<file path="config.mk">
export PLATFORM = sky130hd
export DESIGN_NAME = uart_receiver
export DESIGN_NICKNAME = d
export VERILOG_FILES = /design/src/rtl/uart_receiver.sv
export SDC_FILE = /design/constraint.sdc
export NUM_CORES = 1
export LEC_CHECK = 0
export BUFFER_PORTS_ARGS = -buffer_cell sky130_fd_sc_hd__buf_2
export CAP_MARGIN = 30
export CORE_ASPECT_RATIO = 0.6
export CORE_MARGIN = 2
export CORE_UTILIZATION = 57
export DETAILED_ROUTE_END_ITERATION = 8
export PLACE_DENSITY_LB_ADDON = 0.2
export REMOVE_ABC_BUFFERS = 1
export SYNTH_ARGS = -nofsm -noshare
export SYNTH_HDL_FRONTEND = slang
export SYNTH_SLANG_ARGS = --single-unit
export TNS_END_PERCENT = 30
</file>
<file path="constraint.sdc">
create_clock -name clk -period 1.63 [get_ports clk]
set_input_delay 0.4075 -clock clk [delete_from_list [all_inputs] [get_ports clk]]
set_output_delay 0.4075 -clock clk [all_outputs]
set_load 0.02 [all_outputs]
</file>
<file path="src/rtl/uart_receiver.sv">
`default_nettype none
// ============================================================================
// Module   : uart_receiver
// Purpose  : UART receive path. The rx pin is synchronised and 8N1 characters
//            are framed LSB first, or 8 data + parity + stop when
//            UART_RX_PARITY_EN is defined. Each character is held in a
//            one-entry holding register until the CPU reads it.
// Ports    : clk        - system clock, posedge
//            reset      - synchronous, active-high
//            rx         - asynchronous serial input, idle high
//            readEnable - 1-cycle pulse, CPU consumed Data; clears flags
//            Data       - last received character
//            rxValid    - Data holds an unread character
//            busy       - frame in progress
//            frameErr   - sticky, stop bit sampled low
//            overrun    - sticky, character completed while Data unread
//            parityErr  - sticky, parity mismatch (0 without UART_RX_PARITY_EN)
// Config   : UART_RX_PARITY_EN - adds the parity bit and parity checking
// Revision : 1.0 - initial release
// ============================================================================
module uart_receiver #(
   parameter int DATA_BITS    = 8,
   parameter int CLKS_PER_BIT = 16,
   parameter int PARITY_ODD   = 0
) (
   input  logic                 clk,
   input  logic                 reset,
   input  logic                 rx,
   input  logic                 readEnable,
   output logic [DATA_BITS-1:0] Data,
   output logic                 rxValid,
   output logic                 busy,
   output logic                 frameErr,
   output logic                 overrun,
   output logic                 parityErr
);

   localparam int c_CNT_W = $clog2(CLKS_PER_BIT);
   localparam int c_IDX_W = $clog2(DATA_BITS);
   localparam logic [c_CNT_W-1:0] c_HALF = c_CNT_W'(CLKS_PER_BIT / 2 - 1);
   localparam logic [c_CNT_W-1:0] c_FULL = c_CNT_W'(CLKS_PER_BIT - 1);
   localparam logic [c_IDX_W-1:0] c_LAST = c_IDX_W'(DATA_BITS - 1);

   // Reject configurations the datapath cannot handle at elaboration time.
   if ((DATA_BITS != 8) || (CLKS_PER_BIT < 4) || ((CLKS_PER_BIT % 2) != 0) ||
       (PARITY_ODD < 0) || (PARITY_ODD > 1)) begin : g_cfg_check
      $error("uart_receiver: unsupported parameter combination");
   end

   typedef enum logic [2:0] {
      S_IDLE      = 3'd0,
      S_START     = 3'd1,
      S_DATA      = 3'd2,
`ifdef UART_RX_PARITY_EN
      S_PARITY    = 3'd3,
`endif
      S_STOP      = 3'd4,
      S_WAIT_IDLE = 3'd5
   } state_t;

   state_t               r_state;
   state_t               w_state_next;
   logic                 r_rx_meta;
   logic                 r_rx_s;
   logic [c_CNT_W-1:0]   r_cnt;
   logic [c_CNT_W-1:0]   w_cnt_next;
   logic [c_IDX_W-1:0]   r_idx;
   logic [c_IDX_W-1:0]   w_idx_next;
   logic [DATA_BITS-1:0] r_shift;
   logic [DATA_BITS-1:0] w_shift_next;
   logic                 w_complete;
   logic                 w_frame_bad;
   logic [DATA_BITS-1:0] r_data;
   logic                 r_valid;
   logic                 r_frame_err;
   logic                 r_overrun;
`ifdef UART_RX_PARITY_EN
   logic                 w_par_bad;
   logic                 r_parity_err;
`endif

   // Next-state and datapath. The bit-period counter only runs while a
   // frame is in progress and is cleared at every sample point, so each
   // start edge re-aligns the sampling phase.
   always_comb begin
      w_state_next = r_state;
      w_cnt_next   = r_cnt + 1'b1;
      w_idx_next   = r_idx;
      w_shift_next = r_shift;
      w_complete   = 1'b0;
      w_frame_bad  = 1'b0;
`ifdef UART_RX_PARITY_EN
      w_par_bad    = 1'b0;
`endif
      case (r_state)
         S_IDLE: begin
            w_cnt_next = '0;
            if (!r_rx_s) begin
               w_state_next = S_START;
            end
         end
         S_START: begin
            // Mid start bit: a high line here means the falling edge was a glitch.
            if (r_cnt == c_HALF) begin
               w_cnt_next   = '0;
               w_idx_next   = '0;
               w_state_next = r_rx_s ? S_IDLE : S_DATA;
            end
         end
         S_DATA: begin
            if (r_cnt == c_FULL) begin
               w_cnt_next   = '0;
               w_shift_next = {r_rx_s, r_shift[DATA_BITS-1:1]};
               if (r_idx == c_LAST) begin
`ifdef UART_RX_PARITY_EN
                  w_state_next = S_PARITY;
`else
                  w_state_next = S_STOP;
`endif
               end else begin
                  w_idx_next = r_idx + 1'b1;
               end
            end
         end
`ifdef UART_RX_PARITY_EN
         S_PARITY: begin
            if (r_cnt == c_FULL) begin
               w_cnt_next   = '0;
               w_state_next = S_STOP;
               // XOR over data plus parity bit is 0 for even, 1 for odd parity.
               w_par_bad    = (^{r_shift, r_rx_s}) != (PARITY_ODD != 0);
            end
         end
`endif
         S_STOP: begin
            if (r_cnt == c_FULL) begin
               w_cnt_next = '0;
               if (r_rx_s) begin
                  w_complete   = 1'b1;
                  w_state_next = S_IDLE;
               end else begin
                  w_frame_bad  = 1'b1;
                  w_state_next = S_WAIT_IDLE;
               end
            end
         end
         S_WAIT_IDLE: begin
            // Line held low (break): wait for it to return high before re-arming.
            w_cnt_next = '0;
            if (r_rx_s) begin
               w_state_next = S_IDLE;
            end
         end
         default: begin
            w_cnt_next   = '0;
            w_state_next = S_IDLE;
         end
      endcase
   end

   always_ff @(posedge clk) begin
      if (reset) begin
         r_rx_meta <= 1'b1;
         r_rx_s    <= 1'b1;
         r_state   <= S_IDLE;
         r_cnt     <= '0;
         r_idx     <= '0;
         r_shift   <= '0;
      end else begin
         r_rx_meta <= rx;
         r_rx_s    <= r_rx_meta;
         r_state   <= w_state_next;
         r_cnt     <= w_cnt_next;
         r_idx     <= w_idx_next;
         r_shift   <= w_shift_next;
      end
   end

   // Holding register and sticky flags. The read clear is written first so
   // that a flag set or a character load in the same cycle takes priority.
   always_ff @(posedge clk) begin
      if (reset) begin
         r_data      <= '0;
         r_valid     <= 1'b0;
         r_frame_err <= 1'b0;
         r_overrun   <= 1'b0;
      end else begin
         if (readEnable) begin
            r_valid     <= 1'b0;
            r_frame_err <= 1'b0;
            r_overrun   <= 1'b0;
         end
         if (w_complete) begin
            if (!r_valid || readEnable) begin
               r_data  <= r_shift;
               r_valid <= 1'b1;
            end else begin
               r_overrun <= 1'b1;
            end
         end
         if (w_frame_bad) begin
            r_frame_err <= 1'b1;
         end
      end
   end

`ifdef UART_RX_PARITY_EN
   always_ff @(posedge clk) begin
      if (reset) begin
         r_parity_err <= 1'b0;
      end else if (w_par_bad) begin
         r_parity_err <= 1'b1;
      end else if (readEnable) begin
         r_parity_err <= 1'b0;
      end
   end
   assign parityErr = r_parity_err;
`else
   assign parityErr = 1'b0;
`endif

   assign Data     = r_data;
   assign rxValid  = r_valid;
   assign frameErr = r_frame_err;
   assign overrun  = r_overrun;
   assign busy     = (r_state != S_IDLE);

endmodule
`default_nettype wire

</file>
# --- Yosys cells after proc, flatten, opt, wreduce, memory -nomap -nowiden ---
# Index checks and enable logic that the tools add are counted.
word_totals:
  regBits: 31
  latch_bits: 0
  mem_bits_rw: 0
  romBits: 0
  in_bits: 4
  output_inout_bits: 13
  word_cells: 67
  n_memories: 0
classes:
  add_sub_neg: 2
  n_mul: 0
  n_div: 0
  order_cmp: 0
  eq_ne: 14
  shift: 0
  mux: 30
  bitwise: 0
  reduce_logical: 11
ops:
  columns: ["operator", "count"]
  rows:
  - ["$mux W3", 10]
  - ["$pmux W3 S5", 1]
  - ["$mux W1", 14]
  - ["$ne A2 B2 Y1 const B", 7]
  - ["$eq A3 B3 Y1 const B", 3]
  - ["$mux W4", 2]
  - ["$pmux W4 S2", 1]
  - ["$pmux W3 S2", 1]
  - ["$reduce_and A6 Y1", 1]
  - ["$add A4 B1 Y4 const B", 1]
  - ["$eq A4 B3 Y1 const B", 1]
  - ["$eq A4 B4 Y1 const B", 1]
  - ["$reduce_and A2 Y1", 2]
  - ["$reduce_and A4 Y1", 1]
  - ["$reduce_bool A2 Y1", 2]
  - ["$add A3 B1 Y3 const B", 1]
  - ["$eq A3 B1 Y1 const B", 1]
  - ["$eq A3 B2 Y1 const B", 1]
  - ["$logic_not A3 Y1", 1]
  - ["$reduce_bool A3 Y1", 1]
  - ["$mux W2", 1]
  - ["$reduce_or A2 Y1", 1]
  - ["$logic_not A1 Y1", 1]
  - ["$logic_or A1 B1 Y1", 1]

# --- Logic depth before layout (Yosys ltp) ---
# Gate-level depths: netlist (run 1).
depth:
  word_depth: 4
  mapped_depth: 6
  depth_no_buf: 5

# --- Least setup slack after synthesis (run 1) ---
# Ideal clock, no wire load.
synth_path:
  kind: "flip-flop to flip-flop"
  start: "register r_cnt[0]"
  end: "register r_state[2]"
  setup_time_ns: 0.083
  t_arrival_ns: 1.358
  t_required_ns: 1.547
  path_slack_ns: 0.189
  stages_incl_launch_ff: 7
  n_path_buf: 2
  period_less_slack_ns: 1.441
  cell_sequence: "dfxtp_1 ha_1 buf_6 and3_4 buf_6 mux2_4 o31ai_4"
synth_between:
  elab_chain_cells: 3
  elab_cells_between_ends: 6
  classes_between: "eq/ne (5); reduce/logical (1)"
synth_lines:
  columns: ["item", "line", "source"]
  rows:
  - ["from (decl)", "65", "logic [c_CNT_W-1:0] r_cnt;"]
  - ["from (signal assigned)", "173", "r_cnt <= w_cnt_next;"]
  - ["$eq A4 B4 Y1 or $eq A4 B3 Y1 (tied branches)", "111, 136, 104", null]
  - ["$ne A2 B2 Y1 (no line)", null, null]
  - ["$reduce_and A6 Y1 (no line) *", null, null]
  - ["to (signal assigned)", "172", "r_state <= w_state_next;"]
  - ["to (decl)", "61", "state_t r_state;"]
# Every way passes the cells marked *; elsewhere a longest branch is shown, timed or not.
# A chain may end at the register's enable or synchronous reset.

# --- Final worst setup path (run 1) ---
layout_path:
  start: "register r_state[1]"
  end: "output port busy"
layout_between:
  elab_chain_cells: 1
layout_lines:
  columns: ["item", "line", "source"]
  rows:
  - ["$reduce_bool A3 Y1", "226", "assign busy = (r_state != S_IDLE);"]
  - ["to (decl)", "32", "output logic busy,"]
# Every way passes these cells.

==> results by group, run 1 <==
Run status
  – Status: complete, but fails checks
  – Failing checks: negative setup slack

Floorplan
  – Die area: 0.003214 mm²
  – Chip width: 71.87 µm
  – Top Ports: 17
  – Core Box Area: 0.002557 mm²
  – Chip height: 44.72 µm
  – Initial Utilization: 0.6159
  – # rows: 14

Final layout
  – Fill count: 209
  – Post-route insts no fill: 211
  – Synth-to-layout area growth: 13.19%
  – Fraction of layout instances using a drive strength above 1: 0.2793
  – Antenna cells: 0
  – Final #Nets: 185
  – Finished Core Util: 0.6972

Global route
  – Vias in the first global route: 1078
  – Initial antenna violation count: 0
  – GRT overflow: 0
  – Largest net degree at the start of global routing: 36
  – First-pass GRT wire length: 4885 µm
  – GRT Util Overall: 0.2065

Flow run
  – MaxCap Viol Count: 0

Power and ir drop
  – Max VDD drop: 0.0006327 V
  – Tot Pwr: 1.402 mW
  – Leakage power: 0.6922 nW
  – PwrDens: 786.4 mW/mm²

Timing
  – Hold Fails Final Rpt: 0
  – Setup TNS: -0.01461 ns
  – Setup-failing EPs final: 1
  – Fmax: 0.6080 GHz
  – Measured slew at the worst slew-check pin: 0.5684 ns
  – RSZ-0062 raised after global routing: true
  – Final WS setup: -0.01461 ns
  – Fin crit period: 1.645 ns
  – Max Slew Vio Count: 0
  – Max_slew headroom: 0.6207
  – Setup Skew: 0.004148 ns
  – Final Cycle Share: 1.009

Clocking
  – H-tree levels: 2
  – Worst-path clk slew: 0.06 ns
  – Worst skew pair latency: 0.29 ns
  – TritonCTS Buffers: 5
  – CTS tree: built
  – TritonCTS Sinks: 31
  – CTS Root Cell: clkbuf_8
  – CTS max path bufs: 2

Synthesis
  – Async SR Flop Fraction: 0
  – Synth area leaders: dfxtp_1 (39%), nand2b_1 (8.3%), mux2i_1 (5.7%)
  – Synth Area in Simple Gates: 0.2867
  – EDFF count, synth: 0
  – Post-synthesis mux area share: 0.06672
  – Dominant synthesized flop cell: dfxtp_1
  – Synth Cell Area: 0.001575 mm²
  – Synth unique cells: 49
  – Compound-Gate Fraction of Synth Area: 0.1303
  – Count leader, synth: dfxtp_1
  – Adder-cell share of the synthesized area: 0.02383
  – Post-synthesis instance total: 159
  – Post-synth top area cell: dfxtp_1
  – Yosys top cell area share: 0.3940
  – Avg Cell Area, Syn: 9.907 µm²
  – Top post-synthesis cells by count: dfxtp_1 (31), nand2b_1 (21), a21oi_1 (10), nand3_1 (10)
  – Main combinational cell family by area after synthesis: simple AND/OR/NAND/NOR gates
  – Seq/Total Area, Yosys: 0.3940
  – Yosys warns: 0
  – Xor-xnor portion of the synthesized cell area: 0.01668
  – Yosys reg bits: 31

Route
  – Vias: 1192
  – Vias/cell: 5.649
  – Residual DRC: 0
  – Post-DR wirelength/cell: 14.12 µm
  – Pre-antenna DRT Iters: 4
  – Wirelength, routed: 2979 µm
  – Post-route ant nets: 0
  – Drt first-iter violations: 76

Placed design
  – Dpl hpwl: 2063 µm
  – Cells after DPL: 200
  – # port buffers: 15
  – GP Congestion: 0.8163
  – Pre-CTS worst setup slack: -0.05792 ns

Setup path
  – Crit. End Element: output pin
  – Critical R2R Launch: r_cnt[0]$_SDFF_PP0_
  – Crit path DAT: 1.24 ns
  – CP Launch Point: r_state[1]$_SDFFE_PP0P_
  – Setup crit start kind: register
  – Worst Path Required: 1.22 ns
  – WS Path Type: reg2out
  – Crit-path max FO: 4

Min path
  – Hold WC Path Type: in2reg
  – Worst hold start: rx
-- state kept, by name, indices dropped and copies added, names as in the netlist --
| register | flops |
|---|---|
| Data | 8 |
| frameErr | 1 |
| overrun | 1 |
| r_cnt | 4 |
| r_idx | 3 |
| r_rx_meta | 1 |
| r_rx_s | 1 |
| r_shift | 8 |
| r_state | 3 |
| rxValid | 1 |
-- final cells by class --
cell class	instances	area, µm²	area share
clock inverters	1	5.005	0.002807
multi-input cells	111	849.6	0.4765
well taps	32	40.04	0.02246
clock buffers	7	76.32	0.04281
repair buffers	27	182.7	0.1025
inverters	2	7.507	0.004211
flip-flops and latches	31	621.8	0.3488
-- final timing paths --
check	cells after the start	slack, ns	to
setup / recovery	3	-0.01	busy
hold / removal	2	0.30	r_rx_meta$_SDFF_PP1_
setup reg to reg	5	0.07	r_state[2]$_SDFFE_PP0P_
hold reg to reg	1	0.41	r_rx_s$_SDFF_PP1_
-- cell usage in the layout, fill, tap and decap left out, drive strengths merged, types with 2 or more instances in the layout --
cell type / instances
xor2: 2
mux2i: 9
nor2: 3
ha: 3
nor3b: 2
nand3b: 4
nor3: 3
and3b: 2
inv: 2
or2: 2
o2bb2ai: 3
dfxtp: 31
nand3: 11
a21oi: 11
clkbuf: 7
and2b: 2
nand2b: 22
nor4: 3
or3: 2
buf: 27
o21ai: 9
-- per-stage QoR --
step / hold slack, ns / instance area [µm²]
finish: 0.3008 / 1783
global placement: 0.3920 / 1640
floorplan: 0.3895 / 1458
global route: 0.2996 / 1783
detailed placement: 0.3988 / 1640
CTS: 0.2886 / 1732
-- per-layer routing --
metal,track usage,part of all wire,wire length [µm],up-vias
met1,0.2684,0.49,1470,562
met3,0.06027,0.047,140,9
met5,0,0,0,-
met2,0.3111,0.44,1302,28
met4,0.1245,0.022,65,0
li1,-,-,-,593
-- kinds of logic (layout without fill, tap and decap cells) --
family,count (synthesis),after routing
buffers and inverters,17,37
adder cells (fa/ha/maj),3,3
AO/OA/AOI/OAI,30,30
AND/OR/NAND/NOR,64,64
XOR/XNOR,3,3
other,1,1
flip-flops,31,31
multiplexers,10,10
-- worst max-delay path, stage by stage, from the launching register on --
cell and delay [ns]:
dfxtp_1 0.32, buf_6 0.12, or3_4 0.37, buf_6 0.14
-- timing repair --
action / 4_1_cts / 5_1_grt
cloned: 0 / 0
pin swaps: 0 / 1
resized for setup: 2 / 7
setup buffers: 0 / 3
hold buffers: 0 / 0
endpoints found under the hold margin: 0 / 0
endpoints found under the setup margin: 9 / 1
-- power breakdown --
group          leakage [nW]  internal (mW)  switching (mW)  total, mW
clock                0.0422          0.299           0.276      0.575
combinational         0.399         0.0293          0.0322     0.0615
sequential            0.251          0.762         0.00314      0.766
Power figures use the tool's default switching activity.
==> run 2: changes to the inputs <==
- CELL_PAD_IN_SITES_DETAIL_PLACEMENT: not set -> 0
- CELL_PAD_IN_SITES_GLOBAL_PLACEMENT: not set -> 2
- CORE_UTILIZATION: 57 -> 36
- CTS_BUF_LIST: not set -> sky130_fd_sc_hd__clkbuf_4 sky130_fd_sc_hd__clkbuf_8 sky130_fd_sc_hd__clkbuf_16
==> run 2 against run 1 <==
  * The run still ends with negative setup slack left
  * Combinational power increased by 5.9%
  * Worst hold slack better by 0.023 ns
  * Largest cell class unchanged
  * Global-route usage down 7.1 points
  * Critical endpoint unchanged
  * Wire length grew 7.9%
  * Register-to-register slack gained 0.02 ns
  * Non-clock buffer count shrank 1
  * Clock skew up 0.0045 ns
  * Count of clock-buffer cells in the layout shrank 1
  * Core utilization decreased by 25 points
  * Flip-flop and latch count unchanged
  * Fmax increased by 0.15%
==> results by group, run 2 (same netlist as run 1, synthesis figures left out) <==
Timing
  – Hold Fails Final Rpt: 0 (unchanged)
  – RSZ-0062 raised after global routing: true
  – Final WS setup: -0.01218 ns (+0.002435 ns)
  – Max_slew headroom: 0.6223 (+0.001665)
  – Setup TNS: -0.01218 ns (+0.002435 ns)
  – Measured slew at the worst slew-check pin: 0.5665 ns (-0.001887 ns)
  – Fmax: 0.6089 GHz (+0.15%)
  – Final Cycle Share: 1.007 (-0.001494)
  – Setup-failing EPs final: 1 (unchanged)
  – Fin crit period: 1.642 ns (-0.002435 ns)
  – Max Slew Vio Count: 0 (unchanged)
  – Setup Skew: 0.008663 ns (+0.004515 ns)

Final layout
  – Fraction of layout instances using a drive strength above 1: 0.2865 (+0.007187)
  – Antenna cells: 0 (unchanged)
  – Area of the multi-input gates: 840.8 µm² (-1.0%)
  – Final #Nets: 184 (-0.54%)
  – Storage element area: 621.8 µm² (unchanged)
  – Synth-to-layout area growth: 17.24%
  – Fill count: 394 (+89%)
  – Most common cell after layout, fill and taps aside: dfxtp_1
  – Finished Core Util: 0.4432 (-0.2539)
  – Commonest non-fill, non-tap cells in the layout: dfxtp_1 (30), nand2b_1 (21), buf_2 (14)

Setup path
  – Crit. End Element: output pin
  – Reg2reg path depth: 5 (unchanged)
  – Reg-to-Reg End: r_idx[1]$_SDFFE_PP0P_
  – CP Launch Point: r_state[1]$_SDFFE_PP0P_
  – Crit path DAT: 1.23 ns (about the same)
  – Crit-path max FO: 14 (+10)
  – WS Path Type: reg2out
  – Critical R2R Launch: r_state[0]$_SDFFE_PP0P_
  – Worst Path Required: 1.22 ns (about the same)
  – Setup crit start kind: register
  – Flop2flop setup slack: 0.09 ns (+0.02 ns)
  – Critical path endpoint: busy

Route
  – Vias: 1139 (-4.4%)
  – Vias/cell: 4.786 (-15%)
  – Drt first-iter violations: 52 (-32%)
  – Residual DRC: 0 (unchanged)
  – Wirelength, routed: 3215 µm (+7.9%)
  – Pre-antenna DRT Iters: 4 (unchanged)
  – Post-DR wirelength/cell: 13.51 µm (-4.3%)
  – Post-route ant nets: 0 (unchanged)

Global route
  – GRT overflow: 0 (unchanged)
  – Grt met1 use: 0.2185 (-0.04984)
  – Largest net degree at the start of global routing: 37 (+2.8%)
  – M3 GR Usage: 0.04484 (-0.01542)
  – GRT Util Overall: 0.1350 (-0.07149)
  – First-pass GRT wire length: 5195 µm (+6.3%)
  – Grt peak-use layer: met1
  – Vias in the first global route: 1047 (-2.9%)
  – GR Util met2: 0.1672 (-0.1439)
  – Initial antenna violation count: 0 (unchanged)

Flow run
  – MaxCap Viol Count: 0 (unchanged)

Floorplan
  – Top Ports: 17 (unchanged)
  – Chip width: 89.40 µm (+24%)
  – Chip height: 55.24 µm (+24%)
  – Initial Utilization: 0.3781 (-0.2379)
  – Core Box Area: 0.004167 mm² (+63%)
  – # rows: 18 (+4)
  – Die area: 0.004938 mm² (+54%)

Run status
  – Status: complete, but fails checks
  – Failing checks: negative setup slack

Clocking
  – TritonCTS Buffers: 5 (unchanged)
  – TritonCTS Sinks: 31 (unchanged)
  – Worst skew pair latency: 0.28 ns (about the same)
  – Worst-path clk slew: 0.07 ns (about the same)
  – CTS tree: built
  – CTS max path bufs: 2 (unchanged)
  – CTS Root Cell: clkbuf_8
  – H-tree levels: 2 (unchanged)

Placed design
  – GP Congestion: 0.7625 (-6.6%)
  – # port buffers: 15 (unchanged)
  – Dpl hpwl: 2155 µm (+4.4%)

Min path
  – Hold WC Path Type: in2reg

Power and ir drop
  – Leakage power: 0.7076 nW (+2.2%)
  – PwrDens: 867.5 mW/mm² (+10%)
  – Max VDD drop: 0.0003684 V (-42%)
  – Tot Pwr: 1.602 mW (+14%)
run 2: cell count changes in the layout (fill, tap and decap cells not counted):
cell       previous run  this run
buf_12                0         1
buf_6                 4         3
bufinv_16             0         1
clkbuf_8              5         6
nor4_4                1         0
clkbuf_1              2         0
nor4_2                0         1
buf_4                 9         8
run 2: timing repair:
| item | 4_1_cts | 5_1_grt |
|---|---|---|
| gates cloned | 0 | 0 |
| pin swaps | 0 | 1 |
| resized for setup | 3 | 4 |
| endpoints found under the setup margin | 9 | 9 |
| hold buffers | 0 | 0 |
| buffers inserted | 0 | 3 |
run 2: worst min path at each step:
| stage | depth (start not counted) | from | slack, ns | to |
|---|---|---|---|---|
| after global placement | 1 | r_rx_meta$_SDFF_PP1_ | 0.40 | r_rx_s$_SDFF_PP1_ |
| final | 2 | readEnable | 0.32 | overrun$_SDFF_PP0_ |
| after global routing | 2 | readEnable | 0.31 | overrun$_SDFF_PP0_ |
| after CTS | 2 | readEnable | 0.31 | overrun$_SDFF_PP0_ |
| after detailed placement | 1 | r_rx_meta$_SDFF_PP1_ | 0.40 | r_rx_s$_SDFF_PP1_ |
| after floorplan | 1 | r_rx_meta$_SDFF_PP1_ | 0.39 | r_rx_s$_SDFF_PP1_ |
run 2: report_power, final:
part / switching (mW) / internal (mW) / total, mW
Clock: 0.279 / 0.494 / 0.773
Combinational: 0.0342 / 0.0308 / 0.0651
Sequential: 0.00215 / 0.762 / 0.764
run 2: area by class of cell:
class	instances	area share
Timing Repair Buffer	26	0.09959
Tap cell	60	0.04065
Clock buffer	6	0.04472
Sequential cell	31	0.3367
Multi-Input combinational cell	111	0.4553
Inverter	2	0.004065
Clock inverter	2	0.01897
run 2: stage by stage:
| stage | setup WS, ns | hold slack (ns) | instances | area [µm²] |
|---|---|---|---|---|
| global placement | -0.05364 | 0.3989 | 227 | 1668 |
| detailed placement | -0.1019 | 0.3964 | 227 | 1668 |
| global route | -0.05525 | 0.3133 | 238 | 1847 |
| CTS | -0.04169 | 0.3136 | 235 | 1799 |
| finish | -0.01218 | 0.3237 | 238 | 1847 |
| floorplan | -0.02686 | 0.3895 | 144 | 1458 |
run 2: worst max-delay path: stages, from the launching register on:
cell	delay [ns]
dfxtp_2	0.32
buf_6	0.14
or3_4	0.36
buf_6	0.14
run 2: routing by layer:
layer	up-vias	share of wire	wire length, µm
li1	598	-	-
met1	519	0.57	1830
met2	20	0.39	1251
met3	2	0.039	124
met4	0	0.0031	10
met5	-	0	0
==> run 3: changes to the inputs <==
- CORE_ASPECT_RATIO: 0.6 -> 1.5
==> run 3 against run 2 <==
  * Core utilization decreased by 2.2 points
  * Power fell by 10%
  * Clock skew decreased by 0.0058 ns
  * The run now ends clean
  * Critical endpoint unchanged
  * Flip-flop and latch count unchanged
  * Largest cell class unchanged
  * Via count up 2.8%
  * Worst setup slack better by 0.063 ns
  * Clock power is 21% lower
  * Cell area fell by 4.1%
  * Register-to-register slack better by 0.03 ns
  * Sequential share of layout area rose by 1.7 points
==> results by group, run 3 (same netlist as run 1, synthesis figures left out) <==
Timing
  – Final Cycle Share: 0.9688 (-0.03870)
  – Hold Fails Final Rpt: 0 (unchanged)
  – Measured slew at the worst slew-check pin: 0.5440 ns (-0.02250 ns)
  – Setup-failing EPs final: 0 (-1)
  – Max Slew Vio Count: 0 (unchanged)
  – Hold Slack: 0.3106 ns (-0.01317 ns)
  – Fin crit period: 1.579 ns (-0.06307 ns)
  – Max_slew headroom: 0.6373 (+0.01500)
  – Fmax: 0.6333 GHz (+4.0%)
  – RSZ-0062 raised after global routing: false
  – Setup Skew: 0.002853 ns (-0.005810 ns)

Route
  – Residual DRC: 0 (unchanged)
  – Post-route ant nets: 0 (unchanged)
  – Drt first-iter violations: 23 (-56%)
  – Post-DR wirelength/cell: 13.77 µm (+1.9%)
  – Pre-antenna DRT Iters: 4 (unchanged)
  – Vias: 1171 (+2.8%)
  – Vias/cell: 5.251 (+9.7%)
  – Wirelength, routed: 3070 µm (-4.5%)

Min path
  – Hold WC Path Type: in2reg
  – Hold Path Depth: 2 (unchanged)
  – Hold EP: overrun$_SDFF_PP0_
  – Worst hold start: readEnable

Clocking
  – CTS tree: built
  – Worst-path clk slew: 0.06 ns (about the same)
  – TritonCTS Sinks: 31 (unchanged)
  – Setup bufs post-CTS: 0 (unchanged)
  – Worst skew pair latency: 0.28 ns (about the same)
  – CTS max path bufs: 2 (unchanged)
  – Cts hold-fix bufs: 0 (unchanged)
  – TritonCTS Buffers: 5 (unchanged)
  – H-tree levels: 2 (unchanged)
  – CTS Root Cell: clkbuf_8

Global route
  – GRT Util Overall: 0.1375 (+0.002449)
  – GRT overflow: 0 (unchanged)
  – Vias in the first global route: 1132 (+8.1%)
  – Initial antenna violation count: 0 (unchanged)
  – Largest net degree at the start of global routing: 35 (-5.4%)
  – First-pass GRT wire length: 5209 µm (+0.27%)

Power and ir drop
  – PwrDens: 812.7 mW/mm² (-6.3%)
  – Leakage power: 0.6864 nW (-3.0%)
  – Max VDD drop: 0.0005278 V (+43%)
  – Tot Pwr: 1.440 mW (-10%)

Floorplan
  – Chip height: 85.02 µm (+54%)
  – Initial Utilization: 0.3743 (-0.003821)
  – # rows: 29 (+11)
  – Die area: 0.004932 mm² (-0.14%)
  – Chip width: 58.01 µm (-35%)
  – Core Box Area: 0.004209 mm² (+1.0%)
  – Top Ports: 17 (unchanged)

Flow run
  – MaxCap Viol Count: 0 (unchanged)

Setup path
  – Setup crit start kind: register
  – Crit. End Element: output pin
  – Worst Path Required: 1.22 ns (about the same)
  – Crit-path max FO: 8 (-6)
  – Reg-to-Reg End: r_idx[0]$_SDFFE_PP0P_
  – Flop2flop setup slack: 0.12 ns (+0.03 ns)
  – Critical R2R Launch: r_idx[0]$_SDFFE_PP0P_
  – Crit path DAT: 1.17 ns (-0.06 ns)
  – CP Launch Point: r_state[0]$_SDFFE_PP0P_
  – Reg2reg path depth: 5 (unchanged)
  – WS Path Type: reg2out

Final layout
  – Commonest non-fill, non-tap cells in the layout: dfxtp_1 (28), nand2b_1 (21), buf_2 (14)
  – Final #Nets: 183 (-0.54%)
  – Antenna cells: 0 (unchanged)
  – Fraction of layout instances using a drive strength above 1: 0.2938 (+0.007268)
  – Finished Core Util: 0.4209 (-0.02232)
  – Most common cell after layout, fill and taps aside: dfxtp_1
  – Synth-to-layout area growth: 12.47%
  – Final instance area: 0.001772 mm² (-4.1%)

Placed design
  – GP Congestion: 0.7208 (-5.5%)
  – # port buffers: 15 (unchanged)
  – Dpl hpwl: 2145 µm (-0.45%)
  – Placed cell areas: 0.001665 mm² (-0.15%)

Run status
  – Status: completed
[run 3: cell count changes in the layout (fill, tap and decap cells not counted), moves of 2 or more]
cell and change:
dfxtp_1 -2, buf_4 +2, buf_6 -2, clkbuf_4 +2
[run 3: area by class of cell]
class	instances	area, µm²
repair buffers	25	156.4
multi-input cells	111	834.6
clock buffers	7	83.83
flip-flops and latches	31	626.9
clock inverters	1	5.005
fillers	458	2437
inverters	2	7.507
well taps	46	57.56
[run 3: repair_timing]
item                                    in CTS  in global routing
resized for setup                            0                  7
endpoints found under the setup margin       0                  1
hold endpoints to repair                     0                  0
[run 3: worst max-delay path, cell delays in order, from the launching register on]
cell     delay (ns)
dfxtp_4        0.37
or3_4          0.39
buf_6          0.14
[run 3: metrics by stage]
step	setup TNS [ns]	setup slack (ns)	std cells
2_1_floorplan	-0.2149	-0.02686	144
3_3_place_gp	0	0.1826	215
3_5_place_dp	0	0.1268	215
4_1_cts	0	0.008822	223
5_1_grt	0	0.02256	223
6_report	0	0.05090	223
[run 3: how the worst max path moves through the flow]
stage / endpoint / slack, ns / cells past startpoint
floorplan: Data[0]$_SDFFE_PP0P_ / -0.03 / 3
global placement: Data[0]$_SDFFE_PP0P_ / 0.18 / 4
detailed placement: r_idx[0]$_SDFFE_PP0P_ / 0.13 / 5
CTS: busy / 0.009 / 2
global route: busy / 0.02 / 2
finish: busy / 0.05 / 2
[run 3: layer usage]
layer	GRT usage	wire, µm	vias to the layer above
met5	0	0	-
met4	0.06342	63	0
met3	0.03659	88	5
met2	0.2407	1576	15
met1	0.1506	1343	564
li1	-	-	587
[run 3: power by group]
| part | leakage (nW) | internal [mW] | total [mW] | switching (mW) |
|---|---|---|---|---|
| combinational | 0.385 | 0.0300 | 0.0610 | 0.0311 |
| sequential | 0.252 | 0.761 | 0.766 | 0.00424 |
| clock | 0.0491 | 0.332 | 0.613 | 0.281 |
| total | 0.686 | 1.12 | 1.44 | 0.316 |
